[src/rtl/result_retire_pipe_pkg.sv]
// Shared constants and helpers for the MEM/WB retire pipeline.
// Width defaults track the register bus and register address bus widths.
package result_retire_pipe_pkg;

  localparam int DEF_DATA_W = 32;
  localparam int DEF_ADDR_W = 5;
  localparam int DEF_CNT_W  = 32;

  // Bit positions inside stall_i
  localparam int STALL_MEM = 0;
  localparam int STALL_WB  = 1;

  // A held WB stage with a running MEM stage cannot be honoured without losing
  // an entry, so that combination is promoted to a full hold.
  function automatic logic [1:0] legal_stall(input logic [1:0] stall);
    legal_stall = stall[STALL_WB] ? 2'b11 : stall;
  endfunction

endpackage

[src/rtl/pipe_stage_reg.sv]
// One pipeline stage register carrying a wd/wreg/wdata triple.
// Priority: rst/clear > hold > bubble > load.
module pipe_stage_reg #(
  parameter int DATA_W = 32,
  parameter int ADDR_W = 5
) (
  input  logic              clk,
  input  logic              rst,
  input  logic              clear,
  input  logic              hold,
  input  logic              bubble,
  input  logic [ADDR_W-1:0] wd_d,
  input  logic              wreg_d,
  input  logic [DATA_W-1:0] wdata_d,
  output logic [ADDR_W-1:0] wd_q,
  output logic              wreg_q,
  output logic [DATA_W-1:0] wdata_q
);

  // NOTE: state registers use non-blocking assignments so every stage samples
  // the pre-edge value of its upstream neighbour.
  always_ff @(posedge clk) begin
    if (rst || clear || (bubble && !hold)) begin
      wd_q    <= '0;
      wreg_q  <= 1'b0;
      wdata_q <= '0;
    end else if (!hold) begin
      wd_q    <= wd_d;
      wreg_q  <= wreg_d;
      wdata_q <= wdata_d;
    end
  end

endmodule

[src/rtl/result_retire_pipe.sv]
// MEM and WB stages behind the execute result interface: regfile write port,
// operand forwarding back to decode, and a count of retired register writes.
module result_retire_pipe
  import result_retire_pipe_pkg::*;
#(
  parameter int DATA_W = DEF_DATA_W,
  parameter int ADDR_W = DEF_ADDR_W,
  parameter int CNT_W  = DEF_CNT_W
) (
  input  logic              clk,
  input  logic              rst,
  input  logic [ADDR_W-1:0] ex_wd_i,
  input  logic              ex_wreg_i,
  input  logic [DATA_W-1:0] ex_wdata_i,
  input  logic [1:0]        stall_i,
  input  logic              flush_i,
  input  logic [ADDR_W-1:0] id_raddr1_i,
  input  logic [ADDR_W-1:0] id_raddr2_i,
  output logic              fwd1_hit_o,
  output logic [DATA_W-1:0] fwd1_data_o,
  output logic              fwd2_hit_o,
  output logic [DATA_W-1:0] fwd2_data_o,
  output logic [ADDR_W-1:0] wb_wd_o,
  output logic              wb_wreg_o,
  output logic [DATA_W-1:0] wb_wdata_o,
  output logic [CNT_W-1:0]  retire_cnt_o
);

  logic [1:0]        stall;
  logic [ADDR_W-1:0] mem_wd;
  logic              mem_wreg;
  logic [DATA_W-1:0] mem_wdata;
  logic              retire;

  assign stall = legal_stall(stall_i);

  pipe_stage_reg #(.DATA_W(DATA_W), .ADDR_W(ADDR_W)) u_mem (
    .clk     (clk),
    .rst     (rst),
    .clear   (flush_i),
    .hold    (stall[STALL_MEM]),
    .bubble  (1'b0),
    .wd_d    (ex_wd_i),
    .wreg_d  (ex_wreg_i),
    .wdata_d (ex_wdata_i),
    .wd_q    (mem_wd),
    .wreg_q  (mem_wreg),
    .wdata_q (mem_wdata)
  );

  // While MEM holds and WB runs, WB takes a bubble so the held entry retires once.
  pipe_stage_reg #(.DATA_W(DATA_W), .ADDR_W(ADDR_W)) u_wb (
    .clk     (clk),
    .rst     (rst),
    .clear   (flush_i),
    .hold    (stall[STALL_WB]),
    .bubble  (stall[STALL_MEM]),
    .wd_d    (mem_wd),
    .wreg_d  (mem_wreg),
    .wdata_d (mem_wdata),
    .wd_q    (wb_wd_o),
    .wreg_q  (wb_wreg_o),
    .wdata_q (wb_wdata_o)
  );

  // Youngest matching producer wins; register 0 is never forwarded.
  function automatic logic [DATA_W:0] fwd_lookup(input logic [ADDR_W-1:0] raddr);
    fwd_lookup = '0;
    if (raddr != '0) begin
      if (ex_wreg_i && ex_wd_i == raddr)
        fwd_lookup = {1'b1, ex_wdata_i};
      else if (mem_wreg && mem_wd == raddr)
        fwd_lookup = {1'b1, mem_wdata};
      else if (wb_wreg_o && wb_wd_o == raddr)
        fwd_lookup = {1'b1, wb_wdata_o};
    end
  endfunction

  always_comb begin
    {fwd1_hit_o, fwd1_data_o} = fwd_lookup(id_raddr1_i);
    {fwd2_hit_o, fwd2_data_o} = fwd_lookup(id_raddr2_i);
  end

  // A flush still lets the current WB entry commit before the stage is cleared.
  assign retire = wb_wreg_o && (wb_wd_o != '0) && (!stall[STALL_WB] || flush_i);

  always_ff @(posedge clk) begin
    if (rst)
      retire_cnt_o <= '0;
    else if (retire)
      retire_cnt_o <= retire_cnt_o + 1'b1;
  end

endmodule

[config.mk]
export PLATFORM = sky130hd
export DESIGN_NAME = result_retire_pipe
export DESIGN_NICKNAME = d
export VERILOG_FILES = /design/src/rtl/result_retire_pipe_pkg.sv /design/src/rtl/pipe_stage_reg.sv /design/src/rtl/result_retire_pipe.sv
export SDC_FILE = /design/constraint.sdc
export NUM_CORES = 1
export LEC_CHECK = 0
export CAP_MARGIN = 5
export CORE_MARGIN = 4
export CORE_UTILIZATION = 49
export CTS_BUF_LIST = sky130_fd_sc_hd__clkbuf_8 sky130_fd_sc_hd__clkbuf_16
export DETAILED_ROUTE_END_ITERATION = 16
export PLACE_DENSITY = 0.82
export SLEW_MARGIN = 10
export SYNTH_ARGS = -nofsm -noshare
export SYNTH_HDL_FRONTEND = slang
export SYNTH_HIERARCHICAL = 1
export SYNTH_SLANG_ARGS = --single-unit
[constraint.sdc]
create_clock -name clk -period 2.8 [get_ports clk]
set_clock_uncertainty 0.15 [all_clocks]
set_input_delay 0.56 -clock clk [delete_from_list [all_inputs] [get_ports clk]]
set_output_delay 0.56 -clock clk [all_outputs]
set_load 0.005 [all_outputs]
==> results by stage, run 1 <==
Status:
- The run finished, with violations left.
- The checks that failed: setup timing.

Timing:
- The final critical path takes up 111% of the cycle.
- Setup slack on the critical path of the routed design comes to -0.309 ns.
- Setup repair after global routing could not meet its margin everywhere.
- Setup violations remaining at the end of the flow were counted as between 60 and 70.
- For the pin with the worst max-slew slack, the measured transition is between 0.6 and 0.7 ns.
- The worst hold slack across all endpoints is 0.351 ns.
- The max-slew violation total from the final report was 0.
- The worst pin sits at a relative slew slack of 59.4%.
- The number of hold violations in the final report is 0.
- The routed design could run at a clock period as short as a little over 3 ns.
- Timing would allow up to between 300 and 400 MHz.

Yosys:
- The commonest cells after synthesis are sky130_fd_sc_hd__nand2_1 (170), sky130_fd_sc_hd__a21oi_1 (109), sky130_fd_sc_hd__dfxtp_1 (108), sky130_fd_sc_hd__nor2_1 (91), sky130_fd_sc_hd__or3b_1 (76).
- The register bit total from synthesis is 108.
- In this run the cell area of the synthesized design comes to 6590 sq um.
- After technology mapping, the gate count stands at 875.
- The share of synthesized area in the top cell type comes to ~33%.
- The library cell with the largest summed area after synthesis is sky130_fd_sc_hd__dfxtp_1.
- In the post-synthesis netlist, the cell with the most instances is sky130_fd_sc_hd__nand2_1.
- The share of the Yosys chip area taken by registers is 32.8%.
- Counting flops with a built-in enable in the synthesized netlist gives 0.
- Counting distinct cell types in the post-synthesis netlist gives 44.
- Of all flip-flops after synthesis, the portion carrying an async set or reset was 0%.
- Ranked by total cell area, the synthesized netlist is headed by sky130_fd_sc_hd__dfxtp_1 (33%), sky130_fd_sc_hd__or3b_1 (10%), sky130_fd_sc_hd__nand2_1 (9.7%), sky130_fd_sc_hd__a21oi_1 (8.3%), sky130_fd_sc_hd__nor2_1 (5.2%).
- The most used flip-flop cell after synthesis is sky130_fd_sc_hd__dfxtp_1.
- For this run, the number of Yosys warnings is 6.
- The per-instance average area after synthesis is approximately 7.5 sq um.

Clocking:
- The tree is rooted in a sky130_fd_sc_hd__clkbuf_16.
- The clock net in this run drives a total of 108 sinks.
- The number of CTS-inserted buffers is 9.
- The clock tree from TritonCTS is built.
- The clock-pin transition on the worst setup and hold timing paths is 0.08 ns.
- The buffer levels on the longest clock path is 2.
- CTS built an H-tree with a depth of 3.
- The clock insertion delay at the later pin of the skew report is roughly 0.37 ns.

Setup path:
- The peak fanout along the critical path is 6.
- In this design, the stage delay of the slowest critical-path cell is between 0.3 and 0.4 ns.
- At the worst endpoint, the required time is 2.09 ns.
- STA classifies the critical path startpoint as an input port.
- The signal on the critical path passes through buf_6, buf_6, xor2_2, nor4_2, and3_1, o31ai_4, buf_12, buf_12, buf_8, a311oi_2, buf_2.
- The logic depth of the worst register-to-register path is 5.
- Setup slack on the worst reg-to-reg path comes out at 0.52 ns.
- Tracing the worst setup path back leads to its startpoint at id_raddr1_i[0].
- The endpoint identified for the worst register-to-register timing path is retire_cnt_o[31]$_SDFFE_PP0P_.
- Data arrives at the worst endpoint at 2.40 ns.
- The critical setup path kind is input port to output pin.
- The startpoint of the worst register-to-register path is retire_cnt_o[15]$_SDFFE_PP0P_.
- The worst setup path is captured at an output pin.
- The highest-delay cell along the critical path is sky130_fd_sc_hd__nor4_2.

Finish:
- The fraction of the core area covered by cells at the end of the flow is 78.0%.
- Of the cells placed in the final design, the portion with a size suffix greater than 1 is 31.5%.
- The count of fill cells added during filler insertion is 826.
- The final instance count without filler cells is between 1,000 and 1,500.
- The net count of the finished layout is 1,173.
- The repair_antennas step left the layout with diodes totalling 0.
- The layout overhead on the synthesized area is 56.2%.

Die:
- After floorplanning, the core was divided into 42 placement rows.
- The horizontal die dimension is 124 um.
- The floorplan step defined a die boundary enclosing 15,400 sq um.
- The total I/O pin count is 189.
- The core region is 13,200 sq um.
- The initial utilization of the core area, before any placement, comes to 49.9%.
- Measured along the y axis, the die boundary spans 124 um.

Drt:
- After detailed routing, the average wire length per cell comes to between 20 and 25 um.
- The final wirelength is about 27 mm.
- The routed layout has 8,182 vias.
- The pre-antenna-repair detailed-routing pass consisted of 6 iterations.
- In this run the remaining antenna-violating nets after routing total 0.
- The initial DRC count is between 1,000 and 1,500.
- For this run, design rule violations remaining after detail routing come to 0.
- Using the TritonRoute via totals, the vias-per-cell ratio works out to 6.29.

Place:
- After detailed placement, the design holds a cell count of around 1,200.
- The congestion estimate from routability-driven global placement came to 0.923.
- The worst setup slack before clock tree synthesis is -1.28 ns.
- During placement, the flow inserted port buffers numbering 188.
- The half-perimeter wire length after detailed placement is 15.3 mm.

Pwr:
- Dividing total power by cell area gives a power density of 323 nW/um^2.
- For this design the static power due to leakage is 3.49 nW.
- IR analysis of the VDD net gives a maximum drop of 0.267 mV.

Global routing:
- For this run, the total global-route usage over all layers was measured as 32.4%.
- Entering global routing, the biggest net connects between 70 and 80 pins.
- The global-route wire length before repair is 39.6 mm.
- The initial antenna violation count was 1.
- The via count of the first global-routing pass came to 7,833.
- The remaining global-route overflow is 0.

Worst hold path:
- The worst hold path belongs to the class register to register.
- The startpoint identified for the worst hold timing path is u_mem/wd_q[1]$_SDFFE_PP0N_.
- Counting instances, the worst hold path has a depth of 2.
- For hold timing, the worst endpoint is u_mem/wd_q[1]$_SDFFE_PP0N_.

Job:
- Max-cap violations in this run came to 0.
## stage by stage
stage | instance area (sq um) | TNS [ns] | total power [mW]
2_1_floorplan | 6590 | 0 | 1.74
3_3_place_gp | 9030 | -64.74 | 1.89
3_5_place_dp | 9030 | -67.88 | 1.89
4_1_cts | 9970 | -10.56 | 3.27
5_1_grt | 10300 | -19.08 | 3.40
6_report | 10300 | -13.30 | 3.32
## kinds of logic (layout without fill, tap and decap cells)
group / after synthesis / after routing / synth area share, %
AND/OR/NAND/NOR: 436 / 436 / 34.6
AO/OA/AOI/OAI: 189 / 189 / 18.0
flip-flops: 108 / 108 / 32.8
buffers and inverters: 89 / 337 / 7.58
XOR/XNOR: 50 / 50 / 6.65
adder cells (fa/ha/maj): 1 / 1 / 0.190
other: 1 / 2 / 0.0569
multiplexers: 1 / 1 / 0.152
## power breakdown
| group | internal (mW) | switching [mW] |
|---|---|---|
| registers | 1.54 | 0.0100 |
| logic | 0.174 | 0.220 |
| clock network | 0.735 | 0.640 |
| total | 2.45 | 0.870 |
## metal layers
layer | up-vias | GRT usage, % | part of all wire, %
met5 | - | 0 | 0.026
met4 | 2 | 17.5 | 6.3
met3 | 179 | 8.67 | 10
met2 | 615 | 55.1 | 48
met1 | 3817 | 37.0 | 35
li1 | 3569 | - | -
## sequential cells by signal (all words and copies together) (netlist names)
register / flops
u_wb/wdata_q: 32
u_wb/wd_q: 5
u_wb/wreg_q: 1
u_mem/wdata_q: 32
retire_cnt_o: 32
u_mem/wd_q: 5
u_mem/wreg_q: 1
## worst max-delay path by stage
stage | end | slack, ns | cells past startpoint
final | fwd1_data_o[21] | -0.31 | 11
after global routing | fwd1_data_o[21] | -0.42 | 11
after CTS | fwd1_data_o[29] | -0.32 | 11
after detailed placement | fwd2_data_o[2] | -1.28 | 8
after global placement | fwd2_data_o[2] | -1.24 | 8
after floorplan | fwd2_data_o[11] | 0.03 | 7
## placed cells by master (no fill, tap or decap), drive strengths merged, types with 26 or more instances in the layout
cell type | synthesis | routed
xnor2 | 27 | 27
a311oi | 36 | 36
nand2 | 188 | 188
a211oi | 26 | 26
nor2 | 91 | 91
dfxtp | 108 | 108
or3b | 76 | 76
buf | 28 | 196
a21oi | 109 | 109
clkdlybuf4s50 | 0 | 105
## worst max-delay path, delay by kind of cell
kind | cells | cell delay (ns)
buffers and inverters | 6 | 0.77
AND/OR/NAND/NOR | 2 | 0.60
AO/OA/AOI/OAI | 2 | 0.33
XOR/XNOR | 1 | 0.14
## repair_timing
item,CTS,global route
buffers inserted,38,10
gates cloned,5,3
endpoints found under the setup margin,66,66
hold buffers,0,0
resized for setup,446,75
pin swaps,39,36
## final cells by class
type | count | area [sq um] | area share [%]
Tap cell | 176 | 220 | 2.14
Clock inverter | 6 | 76.3 | 0.742
Inverter | 12 | 47.5 | 0.462
Timing Repair Buffer | 309 | 2910 | 28.3
Multi-Input combinational cell | 679 | 4630 | 44.9
Clock buffer | 10 | 239 | 2.32
Sequential cell | 108 | 2170 | 21.1
No activity file was read; power rests on OpenSTA's default activity.
==> run 2, diff against run 1 <==
==> constraint.sdc (replaced) <==
create_clock -name clk -period 3.2 [get_ports clk]
set_clock_uncertainty 0.15 [all_clocks]
set_input_delay 0.64 -clock clk [delete_from_list [all_inputs] [get_ports clk]]
set_output_delay 0.64 -clock clk [all_outputs]
set_load 0.005 [all_outputs]
==> run 2 against run 1 <==
The flow now finishes without violations. Utilization down 5.4 points. First-iteration DRC count is 38% lower. Hold slack worse by 0.0057 ns. Via count fell by 8.8%. Clock power down 20%. Critical path depth down 1. Sequential share of layout area up 1.5 points. Routed wire length is 15% lower. Critical path type unchanged. Largest cell class unchanged. Highest routed layer is now met4.
==> results by stage, run 2 (synthesized netlist as in run 1, its figures left out) <==
Status:
- The flow ran to the end, and the final reports show no timing, DRC or antenna violations.

Timing:
- The slew at the pin closest to its max-slew limit is 0.663 ns.
- The max-slew violation total from the final report was 0.
- Setup violations remaining at the end of the flow were counted as 0.
- The worst hold slack across all endpoints is 0.345 ns.
- The smallest clock period supported by the final layout is computed as 3.18 ns.
- The number of hold violations in the final report is 0.
- The total negative setup slack is 0 ns.
- Headroom to the max-slew limit came out at 55.8%.
- The highest achievable clock rate is 314 MHz.
- Setup repair after global routing could not meet its margin everywhere.
- The worst path uses 99.5% of the clock period.

Setup path:
- The worst path required time is roughly 2.4 ns.
- On the worst path, the slowest cell contributes a delay of ~0.38 ns.
- The critical path contains buffers and inverters numbering 5 combined.
- The launching element type of the critical path is an input port.
- The critical setup path kind is input port to output pin.
- The sort of element at the end of the critical path is an output pin.
- The category of cells accounting for the largest share of critical-path delay is buffers and inverters.
- For this design, the slowest cell found on the critical path is sky130_fd_sc_hd__nor4_2.
- Along the worst path, the maximum fanout reaches 6.
- The critical path goes through buf_4, xor2_1, nor4_2, and3_4, buf_6, buf_6, buf_8, a21oi_4, a211oi_2, buf_2.
- By instance count, the cell type seen most on the critical path is sky130_fd_sc_hd__buf_6.
- For the worst setup path, the data arrival time is 2.39 ns.

Finish:
- The fraction of the core area covered by cells at the end of the flow is 72.6%.
- The library cell used most frequently in the layout, excluding fill and tap cells, is sky130_fd_sc_hd__nand2_1.
- At the end of the flow, the number of nets in the layout was between 1,000 and 1,500.
- The library cells used most frequently in the layout, excluding fill and tap cells, are sky130_fd_sc_hd__nand2_1 (170), sky130_fd_sc_hd__dfxtp_1 (108), sky130_fd_sc_hd__clkdlybuf4s50_1 (106).
- The largest registers in the layout are retire_cnt_o (32), u_mem/wdata_q (32), u_wb/wdata_q (32).
- The fraction of layout cells with a size suffix above 1 is 23.9%.
- Once layout is done, the placed cells without fillers occupy 9580 sq um.
- The layout overhead on the synthesized area is 45.5%.

Job:
- The max-capacitance violation count is 0.

Global routing:
- Summed over all layers, the global routing overflow is 0.
- The global-route usage over all layers is 29.2%.
- The initial antenna violation count came to 0.
- The largest net degree at the start of global routing is 77.
- The via count of the first global-routing pass is around 7,200.
- The first global-routing pass estimated 36.0 mm of wire.

Clocking:
- The post-cts hold buffer count is 0.
- The clock insertion delay at the later pin of the skew report is 0.36 ns.
- The tree built by TritonCTS fans out to 108 sinks.
- Counting along the longest clock path gives a buffer depth of 2.
- The clock-pin transition on the worst setup and hold timing paths is 0.07 ns.
- CTS built an H-tree with a depth of 3.
- The number of CTS-inserted buffers is 9.
- Clock tree synthesis selected as its root buffer the cell sky130_fd_sc_hd__clkbuf_16.
- TritonCTS built the clock tree.

Drt:
- The pre-antenna-repair detailed-routing pass consisted of 6 iterations.
- The final wirelength is 23.1 mm.
- After detailed routing, the number of vias per cell comes to 5.89.
- The final route contains 7,466 vias.
- For this run, design rule violations remaining after detail routing come to 0.
- The remaining number of nets flagged by the antenna check after routing is 0.
- After detailed routing, the average wire length per cell comes to 18.3 um.
- The detailed router finished its first iteration with 678 violations.

Place:
- The placed cell area is 8970 sq um.
- The wire-length estimate of the detail-placed layout is 15.2 mm.
- The number of buffers added on ports is 188.
- Routability-driven placement finished with a final weighted congestion of a little over 0.9.

Pwr:
- In this run switching power makes up roughly 26% of total power.
- The internal portion of the total power is between 2 and 2.5 mW.
- The sequential fraction of design power is 49.3%.
- Of the total power, combinational logic draws approximately 11%.
- The static leakage is approximately 3.2 nW.
- The largest voltage drop on the vdd net is 0.203 mV.
- In this run the power density over the cells is 287 nW/um^2.
- The overall power of the completed layout is 2.75 mW.
- The net switching power is approximately 0.71 mW.
- The part of the total power dissipated in the clock network is about two fifths.

Worst hold path:
- In this run the worst hold path is classified as register to register.

Die:
- For this configuration, the core starts out at a cell density of 49.9%.
- The die area is 15,400 sq um.
- The y dimension of the die is 124 um.
- After floorplanning, the core was sized to cover around 13,000 sq um.
- Pin placement for this block handled approximately 190 I/O pins.
- The horizontal die dimension is 124 um.
- Row generation in the floorplan step produced 42 rows.
==> run 2: changes by cell type in the layout (fill, tap and decap cells not counted), moves of 9 or more <==
cell / previous run / this run
sky130_fd_sc_hd__a311oi_1: 1 / 11
sky130_fd_sc_hd__buf_2: 69 / 60
sky130_fd_sc_hd__buf_6: 36 / 17
sky130_fd_sc_hd__a311oi_2: 34 / 24
==> run 2: metrics by stage <==
stage | cells | worst slack [ns]
2_1_floorplan | 876 | 0.275
3_3_place_gp | 1234 | -0.938
3_5_place_dp | 1234 | -0.922
4_1_cts | 1268 | -0.0916
5_1_grt | 1266 | -0.0874
6_report | 1267 | 0.0169
==> run 2: worst paths after layout <==
kind / slack [ns] / depth (start not counted) / to / from
setup reg to reg: 0.76 / 5 / retire_cnt_o[31]$_SDFFE_PP0P_ / retire_cnt_o[11]$_SDFFE_PP0P_
hold reg to reg: 0.35 / 2 / u_mem/wdata_q[6]$_SDFFE_PP0N_ / u_mem/wdata_q[6]$_SDFFE_PP0N_
setup / recovery: 0.02 / 10 / fwd2_data_o[14] / id_raddr2_i[2]
hold / removal: 0.35 / 2 / u_mem/wdata_q[6]$_SDFFE_PP0N_ / u_mem/wdata_q[6]$_SDFFE_PP0N_
==> run 2: layout make-up <==
class	count	area (sq um)
timing repair buffer	275	2510
clock buffer	10	239
antenna	1	2.50
sequential	108	2160
tap	176	220
clock inverter	6	46.3
inverter	12	45.0
fill	997	3610
multi-input combinational	679	4350
==> run 2: worst min-delay path, cell delays in order, from the launching register on <==
cell and delay, ns:
sky130_fd_sc_hd__dfxtp_1 0.33, sky130_fd_sc_hd__nand2_1 0.07, sky130_fd_sc_hd__a21oi_1 0.05
==> run 2: layer usage <==
layer / global-route usage (%) / share of wire [%] / wire, um / vias up
met1: 35.1 / 40 / 9210 / 3513
met4: 15.5 / 3.7 / 859 / 0
li1: - / - / - / 3498
met3: 6.95 / 8.8 / 2030 / 77
met2: 48.1 / 48 / 11000 / 378
met5: 0 / 0 / 0 / -
==> run 2: what timing repair did <==
| item | CTS | global route |
|---|---|---|
| gates resized for setup | 355 | 42 |
| setup endpoints to repair | 66 | 64 |
| endpoints found under the hold margin | 0 | 0 |
| pin swaps | 40 | 21 |
| buffers inserted | 16 | 1 |
| cloned | 4 | 0 |
==> run 2: power by group through the flow <==
stage	clock network [mW]	logic [mW]	registers, mW
finish	1.09	0.306	1.36
detailed placement	0	0.266	1.39
CTS	1.10	0.292	1.36
global route	1.16	0.324	1.36
global placement	0	0.264	1.39
floorplan	0	0.136	1.39
